<file path="config.mk">
export PLATFORM = sky130hd
export DESIGN_NAME = epl_egr_rx_flat
export DESIGN_NICKNAME = d
export VERILOG_FILES = /design/src/rtl/epl_egr_rx_pkg.sv /design/src/rtl/epl_egr_rx_if.sv /design/src/rtl/epl_egr_rx_fifo.sv /design/src/rtl/epl_egr_rx.sv /design/src/flat_wrapper.sv
export SDC_FILE = /design/constraint.sdc
export NUM_CORES = 2
export LEC_CHECK = 0
export BUFFER_PORTS_ARGS = -buffer_cell sky130_fd_sc_hd__buf_2
export CAP_MARGIN = 20
export CORE_MARGIN = 3
export CORE_UTILIZATION = 55
export DETAILED_ROUTE_END_ITERATION = 10
export PLACE_DENSITY_LB_ADDON = 0.1
export SYNTH_ARGS = -nofsm -noshare
export SYNTH_HDL_FRONTEND = slang
export SYNTH_MEMORY_MAX_BITS = 65536
export SYNTH_SLANG_ARGS = --single-unit
</file>
<file path="constraint.sdc">
create_clock -name clk -period 65.4 [get_ports clk]
set_input_delay 13.08 -clock clk [delete_from_list [all_inputs] [get_ports clk]]
set_output_delay 13.08 -clock clk [all_outputs]
set_load 0.05 [all_outputs]
</file>
<file path="src/rtl/epl_egr_rx_pkg.sv">
// Shared types and defaults for the egress receive buffer that sits between
// the credit-governed egress TXC and the MAC.
package epl_egr_rx_pkg;

    localparam int DATA_W_DEF = 512;
    localparam int DEPTH_DEF  = 8;
    localparam int LEN_W_DEF  = $clog2(DATA_W_DEF / 8);

    typedef enum logic [0:0] {
        IDLE   = 1'b0,
        IN_PKT = 1'b1
    } state_t;

    // One buffered word; the top re-declares this shape at its own DATA_W.
    typedef struct packed {
        logic                  sop;
        logic                  eop;
        logic [LEN_W_DEF-1:0]  eop_len;
        logic [DATA_W_DEF-1:0] data;
    } entry_t;

    // Credits returned in one cycle: pops plus framing drops (0..2).
    function automatic logic [1:0] credit_sum(input logic a, input logic b);
        return 2'(a) + 2'(b);
    endfunction

endpackage

</file>
<file path="src/rtl/epl_egr_rx_if.sv">
// Egress-side word bus and MAC-side head bus of epl_egr_rx.
interface epl_egr_rx_if
    import epl_egr_rx_pkg::*;
#(
    parameter int DATA_W = DATA_W_DEF
);
    localparam int LEN_W = $clog2(DATA_W / 8);

    // Egress side has no ready: egr_valid is credit-governed, one credit per
    // word, returned via egr_credit_ret. MAC side: a word transfers on every
    // cycle with mac_valid && mac_ready, and mac_* holds while not accepted.
    logic              egr_valid;
    logic              egr_sop;
    logic              egr_eop;
    logic [DATA_W-1:0] egr_data;
    logic [LEN_W-1:0]  egr_eop_len;
    logic [1:0]        egr_credit_ret;

    logic              mac_valid;
    logic              mac_sop;
    logic              mac_eop;
    logic [DATA_W-1:0] mac_data;
    logic [LEN_W-1:0]  mac_eop_len;
    logic              mac_ready;

    modport master (
        output egr_valid, egr_sop, egr_eop, egr_data, egr_eop_len, mac_ready,
        input  egr_credit_ret, mac_valid, mac_sop, mac_eop, mac_data, mac_eop_len
    );

    modport slave (
        input  egr_valid, egr_sop, egr_eop, egr_data, egr_eop_len, mac_ready,
        output egr_credit_ret, mac_valid, mac_sop, mac_eop, mac_data, mac_eop_len
    );

endinterface

</file>
<file path="src/rtl/epl_egr_rx_fifo.sv">
// Circular word buffer: register storage, head read straight from storage so a
// word written into an empty buffer is visible the following cycle.
module epl_egr_rx_fifo #(
    parameter int  DEPTH   = 8,
    parameter type entry_t = epl_egr_rx_pkg::entry_t
) (
    input  logic   clk,
    input  logic   rst_n,
    input  logic   push,
    input  logic   pop,
    input  entry_t wr_entry,
    output entry_t head,
    output logic   full,
    output logic   empty
);
    localparam int PTR_W = $clog2(DEPTH);

    entry_t           mem [DEPTH];
    logic [PTR_W-1:0] wr_ptr;
    logic [PTR_W-1:0] rd_ptr;
    logic [PTR_W:0]   count;

    always_ff @(posedge clk) begin
        if (push) begin
            mem[wr_ptr] <= wr_entry;
        end
    end

    // Pointers wrap naturally because DEPTH is a power of two.
    always_ff @(posedge clk or negedge rst_n) begin
        if (!rst_n) begin
            wr_ptr <= '0;
            rd_ptr <= '0;
            count  <= '0;
        end else begin
            if (push) begin
                wr_ptr <= wr_ptr + 1'b1;
            end
            if (pop) begin
                rd_ptr <= rd_ptr + 1'b1;
            end
            case ({push, pop})
                2'b10:   count <= count + 1'b1;
                2'b01:   count <= count - 1'b1;
                default: count <= count;
            endcase
        end
    end

    assign head  = mem[rd_ptr];
    assign full  = (count == (PTR_W + 1)'(DEPTH));
    assign empty = (count == '0);

endmodule

</file>
<file path="src/rtl/epl_egr_rx.sv">
// Egress receive buffer: checks packet framing, buffers words toward the MAC,
// returns egress credits and keeps sticky error flags plus a packet counter.
module epl_egr_rx
    import epl_egr_rx_pkg::*;
#(
    parameter int DATA_W = DATA_W_DEF,
    parameter int DEPTH  = DEPTH_DEF
) (
    input  logic              clk,
    input  logic              rst_n,
    epl_egr_rx_if.slave       bus,
    input  logic              err_clr,
    output logic              ovf_err,
    output logic              frm_err,
    output logic [31:0]       pkt_cnt,
    output state_t            dbg_state
);
    localparam int LEN_W = $clog2(DATA_W / 8);

    typedef struct packed {
        logic              sop;
        logic              eop;
        logic [LEN_W-1:0]  eop_len;
        logic [DATA_W-1:0] data;
    } ent_t;

    state_t      state_q;
    state_t      state_d;
    ent_t        wr_entry;
    ent_t        head;
    logic        full;
    logic        empty;
    logic        pop;
    logic        space_ok;
    logic        push;
    logic        frm_drop;
    logic        ovf_drop;
    logic        sop_viol;
    logic [1:0]  credit_q;
    logic        ovf_q;
    logic        frm_q;
    logic [31:0] pkt_cnt_q;

    always_ff @(posedge clk or negedge rst_n) begin
        if (!rst_n) begin
            state_q <= IDLE;
        end else begin
            state_q <= state_d;
        end
    end

    // Only words that enter the buffer move the FSM; dropped words never do.
    always_comb begin
        state_d = state_q;
        case (state_q)
            IDLE:    if (push && !bus.egr_eop) state_d = IN_PKT;
            IN_PKT:  if (push && bus.egr_eop)  state_d = IDLE;
            default: state_d = IDLE;
        endcase
    end

    always_comb begin
        pop      = !empty && bus.mac_ready;
        space_ok = !full || pop;
        frm_drop = 1'b0;
        sop_viol = 1'b0;
        push     = 1'b0;
        ovf_drop = 1'b0;
        if (bus.egr_valid) begin
            frm_drop = (state_q == IDLE) && !bus.egr_sop;
            push     = !frm_drop && space_ok;
            ovf_drop = !frm_drop && !space_ok;
            sop_viol = push && (state_q == IN_PKT) && bus.egr_sop;
        end
    end

    always_comb begin
        wr_entry.sop     = bus.egr_sop;
        wr_entry.eop     = bus.egr_eop;
        wr_entry.eop_len = bus.egr_eop_len;
        wr_entry.data    = bus.egr_data;
    end

    epl_egr_rx_fifo #(
        .DEPTH   (DEPTH),
        .entry_t (ent_t)
    ) u_fifo (
        .clk      (clk),
        .rst_n    (rst_n),
        .push     (push),
        .pop      (pop),
        .wr_entry (wr_entry),
        .head     (head),
        .full     (full),
        .empty    (empty)
    );

    // Overflow drops return nothing: the egress overran its credits.
    always_ff @(posedge clk or negedge rst_n) begin
        if (!rst_n) begin
            credit_q  <= '0;
            ovf_q     <= 1'b0;
            frm_q     <= 1'b0;
            pkt_cnt_q <= '0;
        end else begin
            credit_q <= credit_sum(pop, frm_drop);
            if (err_clr) begin
                ovf_q <= 1'b0;
                frm_q <= 1'b0;
            end else begin
                if (ovf_drop)             ovf_q <= 1'b1;
                if (frm_drop || sop_viol) frm_q <= 1'b1;
            end
            if (pop && head.eop) begin
                pkt_cnt_q <= pkt_cnt_q + 32'd1;
            end
        end
    end

    assign bus.egr_credit_ret = credit_q;
    assign bus.mac_valid      = !empty;
    assign bus.mac_sop        = head.sop;
    assign bus.mac_eop        = head.eop;
    assign bus.mac_eop_len    = head.eop_len;
    assign bus.mac_data       = head.data;
    assign ovf_err            = ovf_q;
    assign frm_err            = frm_q;
    assign pkt_cnt            = pkt_cnt_q;
    assign dbg_state          = state_q;

endmodule
</file>
<file path="src/flat_wrapper.sv">
// flat-port wrapper written by rule: the top's interface ports become plain ports
module epl_egr_rx_flat import epl_egr_rx_pkg::*;
#(
    parameter int DATA_W = DATA_W_DEF,
    parameter int DEPTH  = DEPTH_DEF
)
  (clk, rst_n, err_clr, ovf_err, frm_err, pkt_cnt, dbg_state, bus_egr_valid, bus_egr_sop, bus_egr_eop, bus_egr_data, bus_egr_eop_len, bus_mac_ready, bus_egr_credit_ret, bus_mac_valid, bus_mac_sop, bus_mac_eop, bus_mac_data, bus_mac_eop_len);
  epl_egr_rx_if #(.DATA_W(DATA_W)) bus_i ();
  input  logic clk;
  input  logic rst_n;
  input  logic err_clr;
  output logic ovf_err;
  output logic frm_err;
  output logic [31:0] pkt_cnt;
  output state_t dbg_state;
  input wire logic [$bits(bus_i.egr_valid)-1:0] bus_egr_valid;
  input wire logic [$bits(bus_i.egr_sop)-1:0] bus_egr_sop;
  input wire logic [$bits(bus_i.egr_eop)-1:0] bus_egr_eop;
  input wire logic [$bits(bus_i.egr_data)-1:0] bus_egr_data;
  input wire logic [$bits(bus_i.egr_eop_len)-1:0] bus_egr_eop_len;
  input wire logic [$bits(bus_i.mac_ready)-1:0] bus_mac_ready;
  output wire logic [$bits(bus_i.egr_credit_ret)-1:0] bus_egr_credit_ret;
  output wire logic [$bits(bus_i.mac_valid)-1:0] bus_mac_valid;
  output wire logic [$bits(bus_i.mac_sop)-1:0] bus_mac_sop;
  output wire logic [$bits(bus_i.mac_eop)-1:0] bus_mac_eop;
  output wire logic [$bits(bus_i.mac_data)-1:0] bus_mac_data;
  output wire logic [$bits(bus_i.mac_eop_len)-1:0] bus_mac_eop_len;
  assign bus_i.egr_valid = bus_egr_valid;
  assign bus_i.egr_sop = bus_egr_sop;
  assign bus_i.egr_eop = bus_egr_eop;
  assign bus_i.egr_data = bus_egr_data;
  assign bus_i.egr_eop_len = bus_egr_eop_len;
  assign bus_i.mac_ready = bus_mac_ready;
  assign bus_egr_credit_ret = bus_i.egr_credit_ret;
  assign bus_mac_valid = bus_i.mac_valid;
  assign bus_mac_sop = bus_i.mac_sop;
  assign bus_mac_eop = bus_i.mac_eop;
  assign bus_mac_data = bus_i.mac_data;
  assign bus_mac_eop_len = bus_i.mac_eop_len;
  epl_egr_rx #(.DATA_W(DATA_W), .DEPTH(DEPTH)) u_core (.clk(clk), .rst_n(rst_n), .bus(bus_i), .err_clr(err_clr), .ovf_err(ovf_err), .frm_err(frm_err), .pkt_cnt(pkt_cnt), .dbg_state(dbg_state));
endmodule
</file>
==> flow_summary.ini <==
[drt]
remaining_drc_errors = 0
wl_per_cell_um = 30.81
routed.top_layer = met5
detail-route-antenna-nets = 0
dr.first_iter.drc_count = 6653
routed_via_density = 6.004
met3_length_mm = 33.89
met1Wirelength_mm = 143.8
first_pass_iters = 8
wl_met2_mm = 171.0
vias = 70707
drt_wl_total_mm = 362.8

[placed_design]
portBuffers = 1082
pre_cts_slack_ps = 45560
dp_hpwl_mm = 213.5
gp_congestion = 0.8036
dpl_cell_area_um2 = 167800

[yosys]
yosys_warnings = 0
ys_ff_latch = 4207
synth.avg_cell_area_um2 = 25.38
synthCells = 6240
synth_cell_types = 39
synthArstFlopShare_pct = 1.117
seq_area_frac_synth_pct = 79.62
syn_nets = 6772
syn-cell-area_um2 = 158400
synth_top_area_share_pct = 78.88
synth_ff_type = edfxtp_1
synth-edff-count = 4160
yosys.area.top_type = edfxtp_1
yosys-top-cells-area = edfxtp_1, mux4_2, mux2_2

[critical_path]
crit_type = reg2out
crit_fanout = 46
rr_worst_depth = 10
crit_chain = buf_4 > buf_4 > buf_4 > buf_4 > buf_4 > mux4_2 > mux2_2 > buf_2
arrival_ps = 7410
slowest_delay_ps = 1060
ff2ff_setup_slack_ps = 59500
cp.required_ps = 52320
reg2reg_to = u_core.u_fifo.mem[5][97]
cp-end-kind = primary output
crit_top_cell = buf_4
cpMaxStageDelayCell = dfrtp_4
startpoint_type = flop
startpoint = u_core.u_fifo.rd_ptr[0]

[sta]
holdWs_ps = 476.3
fin_skew_ps = 31.99
fin_ws_ps = 44910
fin_crit_ps = 20490
rsz0062_at_grt = no
slew_violations = 0
setup_violations = 0
hold_viol = 0
fmax_mhz = 48.81
post-route-period-util_pct = 31.33
max-slew-margin-rel_pct = 17.10
setup_tns_ps = 0
tightest_slew_ps = 1244

[status]
outcome = finished clean

[power_and_ir_drop]
power.density_nw_per_um2 = 49.54
power_mw = 8.982
power_leakage_nw = 58.76
peakVddDrop_uv = 51.05

[min_path]
holdPathEnd = u_core.pkt_cnt[31]
min_from = u_core.pkt_cnt[31]
hold_class = reg2reg
hold_path_depth = 1

[global_routing]
grt_pass1_wl_mm = 522.0
grt_antenna_before_repair = 234
grt_overflow = 0
grt_max_degree = 153
grt_pass1_vias = 72592
grt_util_all_layers_pct = 24.49

[floorplan]
fp.dieH_um = 542.6
coreArea_um2 = 285900
start_util_pct = 55.39
core.rowCount = 196
ios = 1083
fp.dieArea_um2 = 294400
die_x_um = 542.6

[clocking]
clockRootBuffer = clkbuf_16
cts_tree = done
max-clock-path-buffers = 4
cts-resized-gates = 0
clk_pin_slew_ps = 60
ctsHoldBuffers = 0
htreeDepth = 5
postCtsSetupRepairBufs = 0
cts_buffers = 420
clk-insertion-delay-late_ps = 950
cts.sinks = 4207

[cells_and_area]
final_area_um2 = 181300
final_nets = 8109
area_delta_synth_final_pct = 14.48
drive_above_1_share_pct = 42.55

[run]
cap_violations = 0
[layout make-up]
class	instances	area, um2
Inverter	6	22.52
Clock inverter	245	2173
Sequential cell	4207	126100
Timing Repair Buffer	1210	6591
Tap cell	3762	4707
Fill cell	19114	104600
Antenna cell	91	227.7
Multi-Input combinational cell	1732	30470
Clock buffer	523	11020
[critical path, delay by kind of cell, from the launching register on]
family | cells | cell delay, ps
DFF | 1 | 1060
buffers and inverters | 6 | 4230
muxes | 2 | 900
[worst max-delay path by stage]
stage                              end  slack [ps]  depth (start not counted)
6_report             bus_mac_data[415]       44910                          8
3_5_place_dp         bus_mac_data[415]       45560                          8
5_1_grt              bus_mac_data[415]       44130                          8
4_1_cts              bus_mac_data[415]       44540                          8
2_1_floorplan  u_core.u_fifo.mem[5][0]       12010                          5
3_3_place_gp         bus_mac_data[415]       45600                          8
[where the power goes]
part / leakage [nW] / internal [mW] / switching, mW / total [mW]
registers: 38.3 / 3.31 / 0.0869 / 3.39
clock network: 6.44 / 1.31 / 0.988 / 2.30
logic: 14.0 / 1.09 / 2.20 / 3.29
[sequential cells by signal, summed over array words and instances (netlist names), named ones only]
name and count:
u_core.u_fifo.count 4, u_core.u_fifo.wr_ptr 3, u_core.frm_err 1, u_core.bus.egr_credit_ret 2, u_core.ovf_err 1, u_core.u_fifo.mem 4160
u_core.u_fifo.rd_ptr 3, u_core.pkt_cnt 32
[metrics by stage]
step                      instances  util [%]
after floorplan                6240         -
after global placement        10915     58.70
after detailed placement      10915     58.70
after CTS                     11683     63.31
after global routing          11722     63.36
final                         11776     63.41
[layer usage]
layer / vias to the layer above / global-route usage, %
met3: 765 / 8.025
met5: - / 0
li1: 29715 / -
met4: 138 / 8.962
met2: 2459 / 37.24
met1: 37630 / 33.60
[synthesized netlist by cell type, types with 2 or more instances]
cell,instances
a21oi_1,4
a31oi_1,2
and3_1,4
and4_1,3
buf_1,64
buf_2,37
buf_4,2
buf_6,90
clkbuf_1,102
dfrtp_1,47
edfxtp_1,4160
ha_1,7
inv_1,5
mux2_2,522
mux2i_1,3
mux4_2,1038
nand2_1,26
nand3_1,13
nand4_1,14
nor2_1,18
nor2b_1,5
nor3_1,13
nor3b_1,2
nor4_1,3
o21ai_0,2
or2_2,3
or3_1,2
xnor2_1,22
xor2_1,17
[cell usage in the layout, fill, tap and decap left out, types with 3 or more instances in the layout]
master | synthesis | layout
edfxtp_1 | 4160 | 4160
buf_2 | 37 | 1082
mux4_2 | 1038 | 1038
mux2_2 | 522 | 522
clkbuf_16 | 0 | 423
buf_4 | 2 | 112
clkbuf_1 | 102 | 94
clkinv_1 | 0 | 94
diode_2 | 0 | 91
clkinv_2 | 0 | 80
dfrtp_1 | 47 | 44
bufinv_16 | 0 | 28
nand2_1 | 26 | 26
xnor2_1 | 22 | 22
xor2_1 | 17 | 17
nor2_1 | 18 | 16
nand4_1 | 14 | 14
buf_12 | 0 | 14
nand3_1 | 13 | 13
clkinvlp_4 | 0 | 13
nor3_1 | 13 | 9
clkinv_8 | 0 | 9
inv_6 | 0 | 8
ha_1 | 7 | 7
clkbuf_8 | 0 | 6
nor2b_1 | 5 | 5
inv_1 | 5 | 5
clkinv_16 | 0 | 5
nor3_2 | 0 | 4
and3_1 | 4 | 4
a21oi_1 | 4 | 4
clkinv_4 | 0 | 4
inv_16 | 0 | 4
mux2i_1 | 3 | 3
or2_2 | 3 | 3
nor4_1 | 3 | 3
and4_1 | 3 | 3
dfrtp_4 | 0 | 3
[kinds of logic (layout without fill, tap and decap cells)]
logic type      after synthesis  after routing  synth area share, %
compound gates               12             12              0.07506
xor+xnor                     39             39               0.2157
fa+ha+maj                     7              7              0.05530
buf+inv                     301           1984                1.174
flops                      4207           4207                79.62
mux                        1563           1563                18.49
other cells                   0             91                    0
simple gates                111            111               0.3713
No activity file was read; power rests on OpenSTA's default activity.
